## src/rtl/instruction_fetch_if.sv

```systemverilog
// Fetch-stage bundle: control inputs, decode-side handshake and the
// instruction memory port A.
interface instruction_fetch_if #(
  parameter int ADDR_WIDTH  = 16,
  parameter int INSTR_WIDTH = 32
);
  logic                   start_i;
  logic                   halt_i;
  logic                   stall_i;
  logic                   redirect_i;
  logic [ADDR_WIDTH-1:0]  redirect_pc;
  logic [ADDR_WIDTH-1:0]  imem_addr;
  logic [INSTR_WIDTH-1:0] imem_data;
  logic [INSTR_WIDTH-1:0] instr_o;
  logic [ADDR_WIDTH-1:0]  pc_o;
  logic                   valid_o;
  logic                   busy_o;

  modport master (
    input  start_i, halt_i, stall_i, redirect_i, redirect_pc, imem_data,
    output imem_addr, instr_o, pc_o, valid_o, busy_o
  );

  modport slave (
    output start_i, halt_i, stall_i, redirect_i, redirect_pc, imem_data,
    input  imem_addr, instr_o, pc_o, valid_o, busy_o
  );
endinterface

```

## src/rtl/instruction_fetch.sv

```systemverilog
// Instruction fetch: issues one word address per cycle to a 1-cycle sync
// memory and presents each returned word with its PC under valid/stall.
module instruction_fetch #(
  parameter int                    ADDR_WIDTH  = 16,
  parameter int                    INSTR_WIDTH = 32,
  parameter logic [ADDR_WIDTH-1:0] RESET_PC    = '0
) (
  input logic                 clk,
  input logic                 rst_n,
  instruction_fetch_if.master bus
);

  typedef enum logic [1:0] {IDLE, RUN, HALT} state_t;

  state_t                 state, state_d;
  logic [ADDR_WIDTH-1:0]  pc_q, pc_d;
  logic [ADDR_WIDTH-1:0]  rsp_pc_q, rsp_pc_d;
  logic                   rsp_valid_q, rsp_valid_d;
  logic                   hold;
  logic [INSTR_WIDTH-1:0] instr;

  assign hold = rsp_valid_q & bus.stall_i;

  // While held, re-read the displayed word so imem_data stays stable.
  assign bus.imem_addr = hold ? rsp_pc_q : pc_q;
  assign instr         = bus.imem_data;
  assign bus.instr_o   = instr;
  assign bus.pc_o      = rsp_pc_q;
  assign bus.valid_o   = rsp_valid_q;
  assign bus.busy_o    = (state == RUN);

  always_comb begin
    state_d     = state;
    pc_d        = pc_q;
    rsp_pc_d    = rsp_pc_q;
    rsp_valid_d = rsp_valid_q;
    case (state)
      IDLE: begin
        if (bus.start_i) state_d = RUN;
      end
      RUN: begin
        if (bus.halt_i) begin
          state_d     = HALT;
          rsp_valid_d = 1'b0;
          if (bus.redirect_i) pc_d = bus.redirect_pc;
        end else if (bus.redirect_i) begin
          pc_d        = bus.redirect_pc;
          rsp_valid_d = 1'b0;
        end else if (!hold) begin
          rsp_valid_d = 1'b1;
          rsp_pc_d    = pc_q;
          pc_d        = pc_q + ADDR_WIDTH'(1);
        end
      end
      HALT: begin
        if (bus.redirect_i) pc_d = bus.redirect_pc;
        if (bus.start_i) state_d = RUN;
      end
      default: state_d = IDLE;
    endcase
  end

  always_ff @(posedge clk or negedge rst_n) begin
    if (!rst_n) begin
      state       <= IDLE;
      pc_q        <= RESET_PC;
      rsp_pc_q    <= '0;
      rsp_valid_q <= 1'b0;
    end else begin
      state       <= state_d;
      pc_q        <= pc_d;
      rsp_pc_q    <= rsp_pc_d;
      rsp_valid_q <= rsp_valid_d;
    end
  end

endmodule

```

## src/flat_wrapper.sv

```systemverilog
// flat-port wrapper written by rule: the top's interface ports become plain ports
module instruction_fetch_flat 
#(
  parameter int                    ADDR_WIDTH  = 16,
  parameter int                    INSTR_WIDTH = 32,
  parameter logic [ADDR_WIDTH-1:0] RESET_PC    = '0
)
  (clk, rst_n, bus_start_i, bus_halt_i, bus_stall_i, bus_redirect_i, bus_redirect_pc, bus_imem_data, bus_imem_addr, bus_instr_o, bus_pc_o, bus_valid_o, bus_busy_o);
  instruction_fetch_if #(.ADDR_WIDTH(ADDR_WIDTH), .INSTR_WIDTH(INSTR_WIDTH)) bus_i ();
  input logic clk;
  input logic rst_n;
  input wire logic [$bits(bus_i.start_i)-1:0] bus_start_i;
  input wire logic [$bits(bus_i.halt_i)-1:0] bus_halt_i;
  input wire logic [$bits(bus_i.stall_i)-1:0] bus_stall_i;
  input wire logic [$bits(bus_i.redirect_i)-1:0] bus_redirect_i;
  input wire logic [$bits(bus_i.redirect_pc)-1:0] bus_redirect_pc;
  input wire logic [$bits(bus_i.imem_data)-1:0] bus_imem_data;
  output wire logic [$bits(bus_i.imem_addr)-1:0] bus_imem_addr;
  output wire logic [$bits(bus_i.instr_o)-1:0] bus_instr_o;
  output wire logic [$bits(bus_i.pc_o)-1:0] bus_pc_o;
  output wire logic [$bits(bus_i.valid_o)-1:0] bus_valid_o;
  output wire logic [$bits(bus_i.busy_o)-1:0] bus_busy_o;
  assign bus_i.start_i = bus_start_i;
  assign bus_i.halt_i = bus_halt_i;
  assign bus_i.stall_i = bus_stall_i;
  assign bus_i.redirect_i = bus_redirect_i;
  assign bus_i.redirect_pc = bus_redirect_pc;
  assign bus_i.imem_data = bus_imem_data;
  assign bus_imem_addr = bus_i.imem_addr;
  assign bus_instr_o = bus_i.instr_o;
  assign bus_pc_o = bus_i.pc_o;
  assign bus_valid_o = bus_i.valid_o;
  assign bus_busy_o = bus_i.busy_o;
  instruction_fetch #(.ADDR_WIDTH(ADDR_WIDTH), .INSTR_WIDTH(INSTR_WIDTH), .RESET_PC(RESET_PC)) u_core (.clk(clk), .rst_n(rst_n), .bus(bus_i));
endmodule
```

## config.mk

```make
export PLATFORM = sky130hd
export DESIGN_NAME = instruction_fetch_flat
export DESIGN_NICKNAME = d
export VERILOG_FILES = /design/src/rtl/instruction_fetch_if.sv /design/src/rtl/instruction_fetch.sv /design/src/flat_wrapper.sv
export SDC_FILE = /design/constraint.sdc
export NUM_CORES = 1
export LEC_CHECK = 0
export BUFFER_PORTS_ARGS = -buffer_cell sky130_fd_sc_hd__buf_2
export CORE_MARGIN = 2
export CORE_UTILIZATION = 35
export CTS_BUF_LIST = sky130_fd_sc_hd__clkbuf_4
export CTS_CLUSTER_SIZE = 10
export DETAILED_ROUTE_END_ITERATION = 6
export SLEW_MARGIN = 40
export SYNTH_ARGS = -nofsm -noshare
export SYNTH_HDL_FRONTEND = slang
export SYNTH_SLANG_ARGS = --single-unit
export TNS_END_PERCENT = 30
```

## constraint.sdc

```tcl
create_clock -name clk -period 2.6 [get_ports clk]
set_input_delay 0.26 -clock clk [delete_from_list [all_inputs] [get_ports clk]]
set_output_delay 0.26 -clock clk [all_outputs]
set_load 0.01 [all_outputs]
```

==> metrics.md <==
| Metric | Value |
|---|---|
| Placed cells | `357` |
| Post-synthesis sequential area ratio | `37.63%` |
| Syn avg cell area | `8.782 um^2` |
| Max transition margin | `68.29%` |
| Number of global-route vias before repair | `1806` |
| Top-count cell post-synth | `nand2_1` |
| Clock skew | `0.009998 ns` |
| Iter 0 DRT Violations | `205` |
| Final nets | `348` |
| Post-DP HPWL | `4190 um` |
| Placeable core area | `6386 um^2` |
| Min-Delay Startpoint | `bus_redirect_pc[1]` |
| Leakage | `1.212 nW` |
| Die H | `85.54 um` |
| Crit. End Element | `flip-flop` |
| TritonCTS clock tree | `built` |
| Synth area leaders | `dfrtp_1 (38%), buf_4 (11%), nand2_1 (9.4%), mux2_2 (8.2%), o21ai_0 (3.4%)` |
| Top cells by count, synth | `nand2_1 (58), dfrtp_1 (35), buf_4 (33), mux2_2 (17), o21ai_0 (16)` |
| Leading area contributor after synthesis | `dfrtp_1` |
| I/O pins | `120` |
| Outcome | `complete, no violations` |
| Pin count of the biggest net entering global routing | `36` |
| Tmin final | `2.094 ns` |
| Min-Delay Path Class | `input pin to flip-flop` |
| VDD IR max | `0.4769 mV` |
| Hold EP | `u_core.pc_q[1]` |
| Final period util | `80.55%` |
| CTS Root Cell | `clkbuf_4` |
| Asr flop ratio synth | `100.0%` |
| GRT Util Overall | `16.47%` |
| Synth top area share | `37.63%` |
| Max Cap Viol | `0` |
| Drt wl/cell | `15.74 um` |
| # setup viols final | `0` |
| Hold Buf Count CTS | `0` |
| Non-filler instance count after layout | `366` |
| CTS resizes | `0` |
| Cell count after synthesis | `265` |
| Top achievable clock speed | `477.5 MHz` |
| IO buf count | `55` |
| Distinct cells, synth | `43` |
| Ys Warns | `0` |
| Vias after detailed routing | `1930` |
| Worst reg2reg path depth | `7` |
| CTS max path bufs | `2` |
| Final routed DRC violation total | `0` |
| Site row count | `29` |
| Worst setup path class | `flip-flop to flip-flop` |
| Post-CTS Repair Setup Buffers | `0` |
| Crit path max fanout | `7` |
| Synth Register Bits | `35` |
| Final Hold Slack | `0.1877 ns` |
| Crit Reg-Reg Endpoint | `u_core.pc_q[15]` |
| Slew Viols, Final | `0` |
| RR Startpoint | `u_core.state[0]` |
| Gr ovfl total | `0` |
| Starting Density | `36.44%` |
| Tightest Pin Transition | `0.4756 ns` |
| # diodes | `0` |
| RSZ-0062 raised after global routing | `false` |
| Clk sinks | `35` |
| Final WL | `5761 um` |
| Critical path arrival | `2.33 ns` |
| Startpoint types | `flip-flop` |
| Die outline width | `85.54 um` |
| Initial antenna violation count | `0` |
| Power per standard cell area | `1172 nW/um^2` |
| Post-route ant nets | `0` |
| GP Congestion | `0.8228` |
| Clk slew on worst S/H paths | `0.11 ns` |
| DR pass1 iterations | `5` |
| Critical path required time | `2.84 ns` |
| Setup_tns | `0 ns` |
| First-pass GRT wire length | `9535 um` |
| Cell Area, Synth | `2327 um^2` |
| Post-Syn Nets | `325` |
| Post-synth EDFFs | `0` |
| CTS Buf Count | `5` |
| Worst hold path depth | `3` |
| Share of post-route cells with drive strength above 1 | `31.14%` |
| Primary FF master, synth | `dfrtp_1` |
| H-tree depth | `2` |
| Endpoints failing hold | `0` |
| Clk_lat worst skew | `0.34 ns` |
| Reg2reg setup slack | `0.51 ns` |
| Area growth, synth to finish | `6.667%` |
| Vias per cell | `5.273` |
| Die ar. | `7317 um^2` |
==> per-layer routing <==
metal  up-vias  global-route usage [%]  part of all wire, %  wire length, um
met5         -                       0                    0                0
met4         0                   5.483                  1.5               88
met3        15                   3.465                  7.3              421
met2        77                   23.58                   46             2643
met1       906                   24.67                   45             2607
li1        932                       -                    -                -
==> through the flow <==
step                setup slack (ns)  total power (W)  cell area [um^2]  util [%]
global route                  0.3868         0.003194              2482     38.87
detailed placement            0.5604         0.002633              2417     37.85
finish                        0.5057         0.002909              2482     38.87
global placement              0.6005         0.002610              2417     37.85
CTS                           0.5451         0.002938              2470     38.68
floorplan                     0.6729         0.002138              2327         -
==> critical path, stage by stage, from the launching register on <==
cell and delay [ns]:
dfrtp_1 0.41, inv_1 0.10, ha_1 0.24, and4bb_2 0.35, and4_1 0.38, a31oi_1 0.12, o21ai_0 0.17, a21bo_1 0.22
==> worst max-delay path by stage <==
stage | from | end | cells past startpoint
after floorplan | u_core.state[0] | u_core.pc_q[15] | 8
after global placement | u_core.state[1] | u_core.pc_q[3] | 7
after detailed placement | u_core.state[1] | u_core.pc_q[3] | 7
after CTS | u_core.state[1] | u_core.pc_q[3] | 7
after global routing | u_core.state[1] | u_core.pc_q[3] | 7
final | u_core.state[0] | u_core.pc_q[15] | 7
==> report_power, final <==
part / switching, W / internal, W / leakage [nW]
sequential: 0.000301 / 0.000799 / 0.427
clock: 0.000187 / 0.000111 / 0.0307
combinational: 0.000826 / 0.000687 / 0.754
total: 0.00131 / 0.00160 / 1.21
==> registers in the layout, indices dropped and copies added, names as in the netlist <==
signal,flops
u_core.pc_q,16
u_core.bus.valid_o,1
u_core.state,2
u_core.bus.pc_o,16
==> cell usage in the layout, fill, tap and decap left out, types with 3 or more instances in the layout <==
master / synthesis / layout
nor2_1: 10 / 10
nand2_1: 58 / 58
o22ai_1: 3 / 3
ha_1: 6 / 6
a2bb2oi_1: 4 / 4
dfrtp_1: 35 / 35
a32oi_1: 4 / 4
a31oi_1: 3 / 3
nand4_1: 4 / 4
nor3_1: 3 / 3
clkbuf_4: 0 / 6
mux2_2: 17 / 17
and3_1: 3 / 3
o22a_1: 3 / 3
buf_2: 3 / 54
o21ai_0: 16 / 16
a21oi_1: 14 / 14
nand3_1: 5 / 5
buf_4: 33 / 6
inv_1: 8 / 8
==> kinds of logic after synthesis <==
kind of cell | share of synthesized area, %
fa+ha+maj | 3.226
buf+inv | 15.00
compound gates | 16.34
simple gates | 19.14
mux | 8.656
flops | 37.63
==> area by class of cell <==
type / instances / area (um^2)
fill: 689 / 3904
timing repair buffer: 61 / 325.3
sequential: 35 / 875.8
clock buffer: 6 / 45.04
tap: 77 / 96.34
multi-input combinational: 177 / 1102
clock inverter: 2 / 7.507
inverter: 8 / 30.03
No activity file was read; power rests on OpenSTA's default activity.
